File: src/rtl/nem_ohmux_sel_ctrl.sv
// nem_ohmux_sel_ctrl: drives the one-hot select lines of the NEM inverting mux.
// Binary requests become one-hot selects. When the selection changes, all lines
// are held low for a dead time, and the mux is flagged settled only after the
// relay settle interval. Out-of-range requests set a sticky error flag.
module nem_ohmux_sel_ctrl #(
    parameter int N_SEL      = 2,
    parameter int SEL_W      = 1,
    parameter int BREAK_CYC  = 2,
    parameter int SETTLE_CYC = 4
) (
    input  logic             CP,
    input  logic             RST,
    input  logic             REQ_VALID,
    input  logic [SEL_W-1:0] REQ_SEL,
    output logic             REQ_READY,
    output logic [N_SEL-1:0] S,
    output logic             SETTLED,
    output logic [SEL_W-1:0] CUR_SEL,
    output logic             ERR
);

    localparam int MAX_CYC = (BREAK_CYC > SETTLE_CYC) ? BREAK_CYC : SETTLE_CYC;
    localparam int CNT_W   = (MAX_CYC <= 2) ? 1 : $clog2(MAX_CYC);

    localparam logic [CNT_W-1:0] BREAK_LOAD  = CNT_W'(BREAK_CYC - 1);
    localparam logic [CNT_W-1:0] SETTLE_LOAD = CNT_W'(SETTLE_CYC - 1);
    localparam logic [SEL_W-1:0] MAX_IDX     = SEL_W'(N_SEL - 1);

    typedef enum logic [1:0] {
        ST_IDLE,
        ST_BREAK,
        ST_MAKE,
        ST_HOLD
    } state_e;

    state_e             state_q,   state_d;
    logic [CNT_W-1:0]   cnt_q,     cnt_d;
    logic [N_SEL-1:0]   s_q,       s_d;
    logic [SEL_W-1:0]   cur_sel_q, cur_sel_d;
    logic               settled_q, settled_d;
    logic               ready_q,   ready_d;
    logic               err_q,     err_d;

    logic               accept;
    logic               in_range;

    assign accept   = REQ_VALID && ready_q;
    assign in_range = (REQ_SEL <= MAX_IDX);

    function automatic logic [N_SEL-1:0] onehot(input logic [SEL_W-1:0] idx);
        logic [N_SEL-1:0] v;
        v = '0;
        for (int unsigned i = 0; i < N_SEL; i++) begin
            v[i] = (SEL_W'(i) == idx);
        end
        return v;
    endfunction

    // Next-state and next-output computation for the break-before-make sequence.
    always_comb begin
        state_d   = state_q;
        cnt_d     = cnt_q;
        s_d       = s_q;
        cur_sel_d = cur_sel_q;
        settled_d = settled_q;
        ready_d   = ready_q;
        err_d     = err_q;

        case (state_q)
            ST_IDLE: begin
                if (accept) begin
                    if (!in_range) begin
                        err_d = 1'b1;
                    end else begin
                        // Nothing is made yet, so no dead time is needed.
                        state_d   = ST_MAKE;
                        s_d       = onehot(REQ_SEL);
                        cur_sel_d = REQ_SEL;
                        cnt_d     = SETTLE_LOAD;
                        ready_d   = 1'b0;
                    end
                end
            end
            ST_HOLD: begin
                if (accept) begin
                    if (!in_range) begin
                        err_d = 1'b1;
                    end else if (REQ_SEL != cur_sel_q) begin
                        state_d   = ST_BREAK;
                        s_d       = '0;
                        settled_d = 1'b0;
                        cur_sel_d = REQ_SEL;
                        cnt_d     = BREAK_LOAD;
                        ready_d   = 1'b0;
                    end
                end
            end
            ST_BREAK: begin
                if (cnt_q == '0) begin
                    state_d = ST_MAKE;
                    s_d     = onehot(cur_sel_q);
                    cnt_d   = SETTLE_LOAD;
                end else begin
                    cnt_d = cnt_q - CNT_W'(1);
                end
            end
            ST_MAKE: begin
                if (cnt_q == '0) begin
                    state_d   = ST_HOLD;
                    settled_d = 1'b1;
                    ready_d   = 1'b1;
                end else begin
                    cnt_d = cnt_q - CNT_W'(1);
                end
            end
            default: begin
                state_d = ST_IDLE;
            end
        endcase
    end

    // State and registered outputs; synchronous reset drops all selects.
    always_ff @(posedge CP) begin
        if (RST) begin
            state_q   <= ST_IDLE;
            cnt_q     <= '0;
            s_q       <= '0;
            cur_sel_q <= '0;
            settled_q <= 1'b0;
            ready_q   <= 1'b1;
            err_q     <= 1'b0;
        end else begin
            state_q   <= state_d;
            cnt_q     <= cnt_d;
            s_q       <= s_d;
            cur_sel_q <= cur_sel_d;
            settled_q <= settled_d;
            ready_q   <= ready_d;
            err_q     <= err_d;
        end
    end

    assign REQ_READY = ready_q;
    assign S         = s_q;
    assign SETTLED   = settled_q;
    assign CUR_SEL   = cur_sel_q;
    assign ERR       = err_q;

endmodule

File: config.mk
export PLATFORM = sky130hd
export DESIGN_NAME = nem_ohmux_sel_ctrl
export DESIGN_NICKNAME = d
export VERILOG_FILES = /design/src/rtl/nem_ohmux_sel_ctrl.sv
export SDC_FILE = /design/constraint.sdc
export NUM_CORES = 1
export LEC_CHECK = 0
export BUFFER_PORTS_ARGS = -buffer_cell sky130_fd_sc_hd__buf_2
export CAP_MARGIN = 20
export CORE_AREA = 5 5 42 44
export DETAILED_ROUTE_END_ITERATION = 8
export DIE_AREA = 0 0 47 49
export REMOVE_ABC_BUFFERS = 1
export SLEW_MARGIN = 10
export SYNTH_ARGS = -nofsm -noshare
export SYNTH_HDL_FRONTEND = slang
export SYNTH_SLANG_ARGS = --single-unit
File: constraint.sdc
create_clock -name CP -period 2.51 [get_ports CP]
set_input_delay 0.3765 -clock CP [delete_from_list [all_inputs] [get_ports CP]]
set_output_delay 0.3765 -clock CP [all_outputs]
set_load 0.05 [all_outputs]
==> flow_summary.json <==
{
  "cts_max_level": 1,
  "yosysWarningCount": 0,
  "final_common_cell": "dfxtp_1",
  "drt_iter0_drc": 3,
  "die_x_um": 47,
  "synth_cell_types": 32,
  "cts_buffers": 3,
  "die_area_um2": 2303,
  "drc": 0,
  "power_density_nw_per_um2": 1058,
  "grt_pass1_vias": 416,
  "wire_per_inst_um": 11.86,
  "vias": 462,
  "syn_avg_cell_area_um2": 8.153,
  "leakage_nw": 0.2346,
  "post-route-period-util_pct": 57.35,
  "fmax_ghz": 0.6947,
  "port_buffers": 8,
  "cp-start-kind": "flip-flop",
  "clock-sinks": 9,
  "firstDrtPassIters": 6,
  "finalNetCount": 76,
  "clk_pin_slew_worst_paths_ps": 70,
  "grt_overflow": 0,
  "hold_buffers": 0,
  "path_max_fanout": 7,
  "ys_seq_elements": 9,
  "end_kind": "flip-flop",
  "cts_setup_buffers": 0,
  "crit_type": "reg -> reg",
  "crit_arrival_ps": 1600,
  "die_h_um": 49,
  "antenna_found_initial": 0,
  "setup_viol": 0,
  "cap_violations": 0,
  "insertion_delay_ps": 260,
  "hold_viol_final": 0,
  "run_status": "complete, no violations",
  "min_period_ps": 1439,
  "rsz0062_at_grt": "false",
  "drt_wl_total_um": 1020,
  "area_growth_pct": 12.87,
  "diodes": 0,
  "vias_per_cell": 5.372,
  "layout-drive-gt1-share_pct": 20.00,
  "fillers": 163,
  "placementRows": 14,
  "grtUsageTotal_pct": 9.789,
  "clock_skew_ps": 8.610,
  "ant_nets": 0,
  "slew_viol_final": 0,
  "core-area_um2": 1401,
  "gp_congestion": 0.7431,
  "grt_max_degree": 14,
  "grt_first_pass_wirelength_um": 1704,
  "final_util_pct": 40.71,
  "vdd_drop_max_uv": 402.8,
  "slowest_delay_ps": 310,
  "cts_root_buf": "clkbuf_4",
  "cts_resized": 0,
  "synth_seq_area_share_pct": 35.64,
  "crit_chain": "inv_1 -> ha_1 -> nand2_1 -> a21o_1 -> nor3b_1 -> a211oi_1",
  "layout_common_cells": "dfxtp_1, nand2_1, buf_2",
  "ios": 10,
  "cts_tree": "yes",
  "hold_path.class": "in -> reg",
  "synthCells": 62,
  "start_util_pct": 36.07,
  "dpl.hpwl_um": 761.1,
  "path_buf_inv": 1,
  "cp_slowest_cell": "dfxtp_1",
  "crit_family": "compound AO/OA/AOI/OAI gates",
  "critPathRequiredTime_ps": 2670,
  "clockBufferDepth": 2,
  "syn_area_um2": 505.5,
  "tns_ps": 0
}
metal layers:
metal  track usage, %  part of all wire [%]
met4            4.147                     0
met3            2.214                   7.7
met2            14.71                    44
met5                0                     0
met1            12.97                    48
registers in the layout, summed over array words and instances, names as in the netlist:
name,cells
S,2
cnt_q,2
state_q,2
CUR_SEL,1
REQ_READY,1
SETTLED,1
per-stage QoR:
step	worst slack (ps)	power, W	std cells	hold slack (ps)	cell area [um^2]
floorplan	916.4	0.0004357	58	444.4	484.2
global placement	1114	0.0004926	82	463.1	544.3
detailed placement	1093	0.0004943	82	470.2	544.3
CTS	1087	0.0006069	86	414.7	570.5
global route	944.1	0.0006493	86	430.1	570.5
finish	1071	0.0006035	86	413.0	570.5
kinds of logic after synthesis:
| kind of cell | synth area share [%] |
|---|---|
| compound gates | 24.51 |
| xor+xnor | 3.466 |
| fa+ha+maj | 2.475 |
| buf+inv | 7.177 |
| flops | 35.64 |
| mux | 1.980 |
| other cells | 0.7419 |
| simple gates | 24.01 |
final cells by class:
| class | count | area, um^2 | area share (%) |
|---|---|---|---|
| Multi-Input combinational cell | 45 | 289.0 | 50.66 |
| Sequential cell | 9 | 180.2 | 31.58 |
| Timing Repair Buffer | 8 | 40.04 | 7.018 |
| Clock buffer | 4 | 26.28 | 4.605 |
| Tap cell | 16 | 20.02 | 3.509 |
| Inverter | 4 | 15.01 | 2.632 |
path summary, 6_finish.rpt:
path / slack [ps] / cells after the start / end / from
hold / removal: 410 / 2 / cnt_q[0] / RST
setup / recovery: 1070 / 6 / S[0] / cnt_q[0]
setup reg to reg: 1070 / 6 / S[0] / cnt_q[0]
hold reg to reg: 480 / 2 / cnt_q[0] / cnt_q[0]
report_power, final:
group	total [W]	internal, W	switching, W	leakage (nW)
clock	0.000111	0.0000611	0.0000501	0.0150
combinational	0.000270	0.0000972	0.000173	0.145
sequential	0.000223	0.000181	0.0000418	0.0745
total	0.000603	0.000339	0.000264	0.235
cells in the mapped netlist:
cell	instances	area, um^2
a31oi_1	2	12.51
a311oi_2	1	15.01
dfxtp_1	9	180.2
nand3_1	3	15.01
nand2_1	8	30.03
nor3b_1	2	15.01
xor2_1	1	8.760
or3_1	1	6.260
a211oi_1	2	15.01
buf_4	1	7.510
a21oi_1	3	15.01
nor2_1	3	11.26
nor3_1	1	5.000
a21o_2	1	8.760
inv_1	4	15.01
and2_1	1	6.260
conb_1	1	3.750
a21boi_0	1	7.510
nand4_1	1	6.260
buf_2	2	10.01
a21o_1	1	7.510
mux2i_1	1	10.01
nand3b_1	2	15.01
xnor2_1	1	8.760
buf_1	1	3.750
o221ai_1	1	8.760
o211ai_1	1	7.510
ha_1	1	12.51
and4_4	1	11.26
a311oi_1	1	8.760
o21ai_0	2	10.01
a22oi_1	1	7.510
No activity file was read; power rests on OpenSTA's default activity.
